### src/rtl/fifo_vc_arbiter_pkg.sv
// Shared definitions for the virtual-channel FIFO arbiter: FSM encoding,
// default FIFO thresholds and default geometry.
package fifo_vc_arbiter_pkg;

    localparam int unsigned NUM_VC_DEF    = 4;
    localparam int unsigned WORD_SIZE_DEF = 10;
    localparam int unsigned PTR_SIZE_DEF  = 3;
    localparam int unsigned VC_BITS_DEF   = 2;

    localparam int unsigned UMBRAL_AE_DEF = 2;
    localparam int unsigned UMBRAL_AF_DEF = 6;

    typedef enum logic [1:0] {
        ST_RESET  = 2'd0,
        ST_INIT   = 2'd1,
        ST_IDLE   = 2'd2,
        ST_ACTIVE = 2'd3
    } state_t;

endpackage

### src/rtl/fifo_vc_arbiter_if.sv
// Handshake bundle between the arbiter, the input VC FIFOs and the output FIFO.
interface fifo_vc_arbiter_if
    import fifo_vc_arbiter_pkg::*;
#(
    parameter int unsigned NUM_VC    = NUM_VC_DEF,
    parameter int unsigned WORD_SIZE = WORD_SIZE_DEF
) ();

    logic [NUM_VC-1:0]           vc_empty;
    logic [NUM_VC*WORD_SIZE-1:0] vc_data;
    logic [NUM_VC-1:0]           vc_rd_en;
    logic                        out_full;
    logic                        out_almost_full;
    logic                        out_wr_en;
    logic [WORD_SIZE-1:0]        out_data;

    modport master (
        input  vc_empty, vc_data, out_full, out_almost_full,
        output vc_rd_en, out_wr_en, out_data
    );

    modport slave (
        output vc_empty, vc_data, out_full, out_almost_full,
        input  vc_rd_en, out_wr_en, out_data
    );

endinterface

### src/rtl/fifo_vc_arbiter_rr_priority_picker.sv
// Combinational round-robin picker: first requester after last_grant wins,
// last_grant itself has lowest priority.
module rr_priority_picker
    import fifo_vc_arbiter_pkg::*;
#(
    parameter int unsigned NUM_VC  = NUM_VC_DEF,
    parameter int unsigned VC_BITS = VC_BITS_DEF
) (
    input  logic [NUM_VC-1:0]  req,
    input  logic [VC_BITS-1:0] last_grant,
    output logic [NUM_VC-1:0]  grant,
    output logic [VC_BITS-1:0] grant_idx,
    output logic               grant_valid
);

    logic [VC_BITS-1:0] idx;

    // Walk from lowest to highest priority so the highest-priority hit is written last.
    always_comb begin
        grant       = '0;
        grant_idx   = '0;
        grant_valid = 1'b0;
        idx         = '0;
        for (int unsigned k = 0; k < NUM_VC; k++) begin
            idx = last_grant + VC_BITS'(NUM_VC - k);
            if (req[idx]) begin
                grant_idx   = idx;
                grant_valid = 1'b1;
            end
        end
        if (grant_valid) begin
            grant[grant_idx] = 1'b1;
        end
    end

endmodule

### src/rtl/fifo_vc_arbiter.sv
// Round-robin drain of NUM_VC input FIFOs into one output FIFO, plus the
// FIFO configuration (thresholds, init strobe) owned by this block.
module fifo_vc_arbiter
    import fifo_vc_arbiter_pkg::*;
#(
    parameter int unsigned NUM_VC    = NUM_VC_DEF,
    parameter int unsigned WORD_SIZE = WORD_SIZE_DEF,
    parameter int unsigned PTR_SIZE  = PTR_SIZE_DEF,
    parameter int unsigned VC_BITS   = VC_BITS_DEF
) (
    input  logic                 clk,
    input  logic                 reset_L,
    input  logic                 init,
    input  logic [PTR_SIZE-1:0]  umbral_ae_in,
    input  logic [PTR_SIZE-1:0]  umbral_af_in,
    fifo_vc_arbiter_if.master    bus,
    output logic                 fifo_init,
    output logic [PTR_SIZE-1:0]  umbral_ae,
    output logic [PTR_SIZE-1:0]  umbral_af,
    output logic [1:0]           state,
    output logic [VC_BITS-1:0]   last_grant,
    output logic                 error
);

    state_t             state_q, state_d;
    logic               ready;
    logic               pop;
    logic [NUM_VC-1:0]  req;
    logic [NUM_VC-1:0]  pick_onehot;
    logic [VC_BITS-1:0] pick_idx;
    logic               pick_valid;
    logic               pend_valid;
    logic [VC_BITS-1:0] pend_idx;

    assign ready = !bus.out_full && !bus.out_almost_full;
    assign req   = ~bus.vc_empty;

    rr_priority_picker #(
        .NUM_VC  (NUM_VC),
        .VC_BITS (VC_BITS)
    ) u_picker (
        .req         (req),
        .last_grant  (last_grant),
        .grant       (pick_onehot),
        .grant_idx   (pick_idx),
        .grant_valid (pick_valid)
    );

    always_ff @(posedge clk or negedge reset_L) begin
        if (!reset_L) begin
            state_q <= ST_RESET;
        end else begin
            state_q <= state_d;
        end
    end

    // init wins over a pending pop in both IDLE and ACTIVE.
    always_comb begin
        state_d = state_q;
        pop     = 1'b0;
        case (state_q)
            ST_RESET: state_d = ST_INIT;
            ST_INIT: begin
                if (!init) state_d = ST_IDLE;
            end
            ST_IDLE: begin
                if (init) state_d = ST_INIT;
                else if (ready && pick_valid) state_d = ST_ACTIVE;
            end
            ST_ACTIVE: begin
                if (init) state_d = ST_INIT;
                else if (ready && pick_valid) pop = 1'b1;
                else state_d = ST_IDLE;
            end
            default: state_d = ST_RESET;
        endcase
    end

    assign bus.vc_rd_en = pop ? pick_onehot : '0;
    assign fifo_init    = (state_q == ST_INIT);
    assign state        = state_q;

    // Input FIFO data shows up the cycle after rd_en, so the push mux uses the
    // pipelined grant index against live vc_data rather than a registered word.
    assign bus.out_wr_en = pend_valid;
    assign bus.out_data  = pend_valid ? bus.vc_data[pend_idx*WORD_SIZE +: WORD_SIZE] : '0;

    always_ff @(posedge clk or negedge reset_L) begin
        if (!reset_L) begin
            pend_valid <= 1'b0;
            pend_idx   <= '0;
            last_grant <= VC_BITS'(NUM_VC - 1);
            error      <= 1'b0;
        end else begin
            pend_valid <= pop;
            if (pop) begin
                pend_idx   <= pick_idx;
                last_grant <= pick_idx;
            end
            if (pend_valid && bus.out_full) begin
                error <= 1'b1;
            end
        end
    end

    always_ff @(posedge clk or negedge reset_L) begin
        if (!reset_L) begin
            umbral_ae <= PTR_SIZE'(UMBRAL_AE_DEF);
            umbral_af <= PTR_SIZE'(UMBRAL_AF_DEF);
        end else if (state_q == ST_INIT) begin
            umbral_ae <= umbral_ae_in;
            umbral_af <= umbral_af_in;
        end
    end

endmodule

### src/flat_wrapper.sv
// flat-port wrapper written by rule: the top's interface ports become plain ports
module fifo_vc_arbiter_flat import fifo_vc_arbiter_pkg::*;
#(
    parameter int unsigned NUM_VC    = NUM_VC_DEF,
    parameter int unsigned WORD_SIZE = WORD_SIZE_DEF,
    parameter int unsigned PTR_SIZE  = PTR_SIZE_DEF,
    parameter int unsigned VC_BITS   = VC_BITS_DEF
)
  (clk, reset_L, init, umbral_ae_in, umbral_af_in, fifo_init, umbral_ae, umbral_af, state, last_grant, error, bus_vc_empty, bus_vc_data, bus_out_full, bus_out_almost_full, bus_vc_rd_en, bus_out_wr_en, bus_out_data);
  fifo_vc_arbiter_if #(.NUM_VC(NUM_VC), .WORD_SIZE(WORD_SIZE)) bus_i ();
  input  logic clk;
  input  logic reset_L;
  input  logic init;
  input  logic [PTR_SIZE-1:0] umbral_ae_in;
  input  logic [PTR_SIZE-1:0] umbral_af_in;
  output logic fifo_init;
  output logic [PTR_SIZE-1:0] umbral_ae;
  output logic [PTR_SIZE-1:0] umbral_af;
  output logic [1:0] state;
  output logic [VC_BITS-1:0] last_grant;
  output logic error;
  input wire logic [$bits(bus_i.vc_empty)-1:0] bus_vc_empty;
  input wire logic [$bits(bus_i.vc_data)-1:0] bus_vc_data;
  input wire logic [$bits(bus_i.out_full)-1:0] bus_out_full;
  input wire logic [$bits(bus_i.out_almost_full)-1:0] bus_out_almost_full;
  output wire logic [$bits(bus_i.vc_rd_en)-1:0] bus_vc_rd_en;
  output wire logic [$bits(bus_i.out_wr_en)-1:0] bus_out_wr_en;
  output wire logic [$bits(bus_i.out_data)-1:0] bus_out_data;
  assign bus_i.vc_empty = bus_vc_empty;
  assign bus_i.vc_data = bus_vc_data;
  assign bus_i.out_full = bus_out_full;
  assign bus_i.out_almost_full = bus_out_almost_full;
  assign bus_vc_rd_en = bus_i.vc_rd_en;
  assign bus_out_wr_en = bus_i.out_wr_en;
  assign bus_out_data = bus_i.out_data;
  fifo_vc_arbiter #(.NUM_VC(NUM_VC), .WORD_SIZE(WORD_SIZE), .PTR_SIZE(PTR_SIZE), .VC_BITS(VC_BITS)) u_core (.clk(clk), .reset_L(reset_L), .init(init), .umbral_ae_in(umbral_ae_in), .umbral_af_in(umbral_af_in), .bus(bus_i), .fifo_init(fifo_init), .umbral_ae(umbral_ae), .umbral_af(umbral_af), .state(state), .last_grant(last_grant), .error(error));
endmodule
### config.mk
export PLATFORM = sky130hd
export DESIGN_NAME = fifo_vc_arbiter_flat
export DESIGN_NICKNAME = d
export VERILOG_FILES = /design/src/rtl/fifo_vc_arbiter_pkg.sv /design/src/rtl/fifo_vc_arbiter_if.sv /design/src/rtl/fifo_vc_arbiter_rr_priority_picker.sv /design/src/rtl/fifo_vc_arbiter.sv /design/src/flat_wrapper.sv
export SDC_FILE = /design/constraint.sdc
export NUM_CORES = 1
export LEC_CHECK = 0
export CORE_MARGIN = 1.5
export CORE_UTILIZATION = 35
export CTS_BUF_LIST = sky130_fd_sc_hd__clkbuf_8
export DETAILED_ROUTE_END_ITERATION = 16
export PLACE_DENSITY = 0.89
export SYNTH_ARGS = -nofsm -noshare
export SYNTH_HDL_FRONTEND = slang
export SYNTH_SLANG_ARGS = --single-unit
### constraint.sdc
create_clock -name clk -period 2.7 [get_ports clk]
set_clock_uncertainty 0.15 [all_clocks]
set_input_delay 0.405 -clock clk [delete_from_list [all_inputs] [get_ports clk]]
set_output_delay 0.405 -clock clk [all_outputs]
set_load 0.02 [all_outputs]
# Word-level counts from Yosys, hierarchy flattened
# Index checks and enable logic that the tools add are counted.
# W data, S select, Z words.
[totals]
in_bits = 55
elab_cells = 63
register_bits = 14
[op_classes]
n_reduce_logical = 8
add_sub_neg = 3
n_bitwise = 1
eq_ne = 6
mul = 1
n_shift = 1
n_lt_le_gt_ge = 6
n_mux = 30
[op_table]
columns = ["cell", "count"]
rows = [
  ["$shiftx A40 B7 Y10", 1],
  ["$mux W2", 9],
  ["$lt A2 B3 Y1 const B", 5],
  ["$mux W1", 12],
  ["$mux W10", 1],
  ["$bmux W1 S2", 4],
  ["$mux W4", 2],
  ["$pmux W2 S4", 1],
  ["$mul A2 B3 Y5 const B", 1],
  ["$add A2 B2 Y2 const B", 2],
  ["$eq A2 B2 Y1 const B", 2],
  ["$logic_and A1 B1 Y1", 4],
  ["$not A4 Y4", 1],
  ["$ne A3 B2 Y1 const B", 1],
  ["$ne A3 B3 Y1 const B", 1],
  ["$reduce_and A3 Y1", 1],
  ["$add A2 B1 Y2 const B", 1],
  ["$demux W1 S2", 1],
  ["$eq A2 B1 Y1 const B", 1],
  ["$ge A2 B1 Y1 const B", 1],
  ["$logic_not A1 Y1", 2],
  ["$logic_not A2 Y1", 1],
  ["$ne A2 B2 Y1 const B", 1],
]

# Depth between registers and ports, before layout
[depth]
word_depth = 13
mapped_depth = 4
depth_no_buf = 4

# Modules after synthesis
# Synthesis repeated with hierarchy kept, for this count alone.
[unflattened]
hier_cells = 96
area_unflattened_um2 = 1117.3
[modules_own_cells]
columns = ["module", "area_per_inst_um2", "cells_per_inst", "instances", "seq_area_each_um2"]
rows = [
  ["fifo_vc_arbiter", 898.4, 64, 1, 356.6],
  ["rr_priority_picker", 219.0, 32, 1, 0.0],
]

# Least setup slack after synthesis
# No wires, ideal clock.
[synth_path]
path_kind = "register -> output"
startpoint = "reg u_core.last_grant[1]"
endpoint = "out bus_vc_rd_en[1]"
t_arrival_ps = 1579
n_path_buf = 0
required_time_ps = 2145
slack_ps = 566
path_stages_with_launch = 5
cell_sequence = "dfstp_2 mux2_1 o22ai_1 a21o_1 nor2b_1"
[synth_via]
elab_chain_cells = 12
word_cells_on_any_way = 30
classes_between = "add/sub (3); order compare (2); mux (23); reduce/logical (2)"
[synth_lines]
columns = ["element", "line_no", "rtl"]
rows = [
  ["start, declared", "fifo_vc_arbiter.sv:21", "output logic [VC_BITS-1:0] last_grant,"],
  ["start signal, assigned", "fifo_vc_arbiter.sv:92", "last_grant <= VC_BITS'(NUM_VC - 1);"],
  ["start signal, assigned", "fifo_vc_arbiter.sv:98", "last_grant <= pick_idx;"],
  ["$add A2 B2 Y2 or $bmux W1 S2 (tied branches)", "fifo_vc_arbiter_rr_priority_picker.sv:25, fifo_vc_arbiter_rr_priority_picker.sv:26", ""],
  ["$bmux W1 S2 or $mux W1 (tied branches)", "fifo_vc_arbiter_rr_priority_picker.sv:26", "if (req[idx]) begin"],
  ["$mux W1 (not written as such) or $mux W2 (tied branches)", "fifo_vc_arbiter_rr_priority_picker.sv:26", ""],
  ["$mux W2 (3 in a row)", "fifo_vc_arbiter_rr_priority_picker.sv:26", ""],
  ["$lt A2 B3 Y1 (not written as such) or $ge A2 B1 Y1 (tied branches)", "fifo_vc_arbiter_rr_priority_picker.sv:32", "grant[grant_idx] = 1'b1;"],
  ["$logic_and A1 B1 Y1 (not written as such)", "fifo_vc_arbiter_rr_priority_picker.sv:32", ""],
  ["$mux W1 (not written as such)", "fifo_vc_arbiter_rr_priority_picker.sv:32", ""],
  ["$demux W1 S2", "fifo_vc_arbiter_rr_priority_picker.sv:32", ""],
  ["$mux W4", "fifo_vc_arbiter_rr_priority_picker.sv:31", "if (grant_valid) begin"],
  ["$mux W4 (*)", "fifo_vc_arbiter.sv:79", "assign bus.vc_rd_en = pop ? pick_onehot : '0;"],
  ["end, declared", "flat_wrapper.sv:26", "output wire logic [$bits(bus_i.vc_rd_en)-1:0] bus_vc_rd_en;"],
]
# Mark *: on every way between the ends. The rest lies on a longest branch, timed or not. The select of a mux whose other input is x is not followed.

# Worst setup path in the final report
[layout_path]
startpoint = "in bus_vc_empty[1]"
endpoint = "out bus_vc_rd_en[3]"
[layout_via]
elab_chain_cells = 13
word_cells_on_any_way = 28
classes_between = "order compare (2); mux (23); bitwise (1); reduce/logical (2)"
[layout_lines]
columns = ["element", "line_no", "rtl"]
rows = [
  ["start, declared", "flat_wrapper.sv:22", "input wire logic [$bits(bus_i.vc_empty)-1:0] bus_vc_empty;"],
  ["$not A4 Y4 (*)", "fifo_vc_arbiter.sv:36", "assign req = ~bus.vc_empty;"],
  ["$bmux W1 S2", "fifo_vc_arbiter_rr_priority_picker.sv:26", ""],
  ["$mux W1 (not written as such)", "fifo_vc_arbiter_rr_priority_picker.sv:26", ""],
  ["$mux W2 (4 in a row)", "fifo_vc_arbiter_rr_priority_picker.sv:26", ""],
  ["$lt A2 B3 Y1 (not written as such) or $ge A2 B1 Y1 (tied branches)", "fifo_vc_arbiter_rr_priority_picker.sv:32", ""],
  ["$logic_and A1 B1 Y1 (not written as such)", "fifo_vc_arbiter_rr_priority_picker.sv:32", ""],
  ["$mux W1 (not written as such)", "fifo_vc_arbiter_rr_priority_picker.sv:32", ""],
  ["$demux W1 S2", "fifo_vc_arbiter_rr_priority_picker.sv:32", ""],
  ["$mux W4", "fifo_vc_arbiter_rr_priority_picker.sv:31", ""],
  ["$mux W4 (*)", "fifo_vc_arbiter.sv:79", ""],
]
# Marked as above.

==> results by group <==
Setup path
  • Startpoint Class: input port
  • WP data arrival: 2.04 ns
  • Worst path required time: 2.14 ns
  • CP Max Fanout: 5
  • CP Capture Type: output port
  • Setup CP Type: in -> out

Route
  • Via Count: 1003
  • Antenna viol nets, final: 0
  • Pre-Repair DR Iteration Count: 4
  • Via/cell ratio: 5.14
  • Total Routed Length: 3090 um
  • Residual DRC: 0
  • First DRT Iteration DRCs: 9
  • Post-DR wirelength/cell: between 15 and 20 um

Power
  • Max VDD drop: ~530 uV
  • Total Power: 1.09 mW
  • Power per Cell Area: 571 mW/mm2
  • Leakage: 0.773 nW

STA
  • Setup TNS Final: 0 ns
  • Min cycle time layout: 2.59 ns
  • Fin. Hold Viols: 0
  • Relative slew slack: 0.603
  • Least-Margin Pin Slew: 0.593 ns
  • Fin Hold WS: between 0.3 and 0.4 ns
  • Fmax: 0.386 GHz
  • Fin crit share: 0.960
  • RSZ-0062 raised after global routing: false
  • Slew Limit Fails: 0
  • Final setup violation count: 0

Status
  • Status: completed

Clocking
  • Clock-pin slew on the worst setup and hold paths: 0.06 ns
  • Root buffer cell: clkbuf_8
  • Worst-Skew Late Latency: 0.25 ns
  • Clock Path Buffers: 2
  • Clk sinks: 14
  • CTS tree: done
  • Cts bufs inserted: 3
  • Hold_buf cts: 0
  • H-tree depth: 1

Run
  • Max Cap Violations: 0

Place
  • Area post-placement: 0.00185 mm2
  • Number of instances in the placed design: 191
  • I/O Buffers: 81
  • Hpwl dp: roughly 2600 um
  • Global placement routability congestion: 0.716

Global route
  • Initial antenna violation count: 0
  • Total GRT Usage: 0.218
  • Grt ovf: 0
  • Global-route wire length before repair: roughly 4500 um
  • Pin count of the biggest net entering global routing: 15
  • Via count of the first global-routing pass: 1065

Floorplan
  • Starting density of the core: 0.374
  • I/O pin cnt: 82
  • Floorplan Core Area: 0.00252 mm2
  • Die height: 54.9 um
  • Die width: approximately 55 um
  • Die area: ~0.003 mm2
  • Floorplan row count: 18

Finish
  • Nets@finish: 221
  • Post-route cell area: 0.00191 mm2
  • Share of layout cells above drive strength 1: 0.218
  • Fin cells: 195
  • Layout Area Growth over Synthesis: 102%
  • Ant diodes: 0

Hold path
  • Hold WC Path Type: reg -> reg

Logic synthesis
  • Gate Count Post-Synth: 76
  • #FFs+latches synth: 14
  • Syn nets: 131
  • Mapped Avg Cell Area: 12.4 um2
  • Post-synthesis sequential area ratio: 0.378
  • Synth warn: 0
  • Synth cell types: 22
  • Mapped cell area: 943 um2
## final cells by class
| class | count | area [um2] |
|---|---|---|
| Timing Repair Buffer | 89 | 875 |
| Fill cell | 172 | 614 |
| Multi-Input combinational cell | 57 | 579 |
| Sequential cell | 14 | 358 |
| Clock buffer | 4 | 55.1 |
| Tap cell | 30 | 37.5 |
| Inverter | 1 | 3.75 |
## kinds of logic (layout without fill, tap and decap cells)
group / count (synthesis) / count (layout) / share of synthesized area
compound gates: 8 / 8 / 0.0676
buf+inv: 5 / 94 / 0.0212
flops: 14 / 14 / 0.378
mux: 19 / 19 / 0.346
simple gates: 30 / 30 / 0.187
## where the power goes
group	internal, mW	total (mW)	switching [mW]
clock network	0.129	0.206	0.0765
logic	0.350	0.530	0.180
registers	0.275	0.354	0.0786
total	0.755	1.09	0.335
## registers in the layout (all words and copies together) (netlist names)
| name | flops |
|---|---|
| u_core.error | 1 |
| u_core.umbral_ae | 3 |
| u_core.bus.out_wr_en | 1 |
| u_core.state | 2 |
| u_core.umbral_af | 3 |
| u_core.last_grant | 2 |
| u_core.pend_idx | 2 |
## worst paths after layout
kind                            cells after the start                  end                  from  slack, ns
worst max-delay path                                7      bus_vc_rd_en[3]       bus_vc_empty[1]       0.11
worst min-delay path                                1         u_core.error          u_core.error       0.32
worst max register to register                      5   u_core.pend_idx[0]  u_core.last_grant[1]       0.95
worst min register to register                      1         u_core.error          u_core.error       0.32
max in group asynchronous                           1   u_core.pend_idx[0]               reset_L       1.59
min in group asynchronous                           1  u_core.umbral_ae[2]               reset_L       0.38
## through the flow
step,setup slack [ns],utilization
6_report,0.107,0.756
5_1_grt,0.00224,0.756
4_1_cts,0.00704,0.752
3_5_place_dp,-0.209,0.733
3_3_place_gp,-0.111,0.733
2_1_floorplan,0.566,-
## cell usage after synthesis, drive strengths merged
master	instances	area, um2
and2	12	75.1
mux4	10	225
dfrtp	9	225
mux2	9	101
nor2b	6	37.5
dfstp	5	131
nor2	5	18.8
a21o	4	30.0
clkbuf	3	11.3
nand4	2	12.5
a2111oi	1	15.0
buf	1	5.00
inv	1	3.75
nand2	1	3.75
nand2b	1	6.26
nand3	1	5.00
nor3	1	10.0
nor3b	1	7.51
o21ai	1	5.00
o21bai	1	7.51
o22ai	1	6.26
## layout by cell type, fill, tap and decap left out
cell type	Yosys	final
a2111oi_4	0	1
a21o_1	4	4
and2_1	12	12
buf_12	0	1
buf_4	0	7
clkbuf_2	0	1
clkbuf_8	0	4
clkdlybuf4s50_1	0	77
dfrtp_1	9	8
dfrtp_2	0	1
dfstp_2	5	5
dlygate4sd2_1	0	3
inv_1	1	1
mux2_1	4	4
mux2_2	5	5
mux4_2	10	10
nand2_1	1	1
nand2b_1	1	1
nand3_1	1	1
nand4_1	2	2
nor2_1	5	5
nor2b_1	6	6
nor3_2	1	1
nor3b_1	1	1
o21ai_0	1	1
o21bai_1	1	1
o22ai_1	1	1
## per-layer routing
metal / track usage / part of all wire / vias up
met5: 0 / 0 / -
met2: 0.427 / 0.57 / 51
met3: 0.0618 / 0.092 / 6
met4: 0.0732 / 0.011 / 0
met1: 0.215 / 0.33 / 482
li1: - / - / 464
## critical path, stage by stage
cell and delay (ns):
clkdlybuf4s50_1 0.42, buf_4 0.16, mux2_1 0.28, o22ai_1 0.14, a21o_1 0.17, and2_1 0.13, dlygate4sd2_1 0.33
## what timing repair did
item,in CTS,in global routing
pin swaps,0,0
setup endpoints to repair,4,9
gates resized for setup,4,4
setup buffers,0,0
Note: power is estimated with default switching activity, not from simulation.
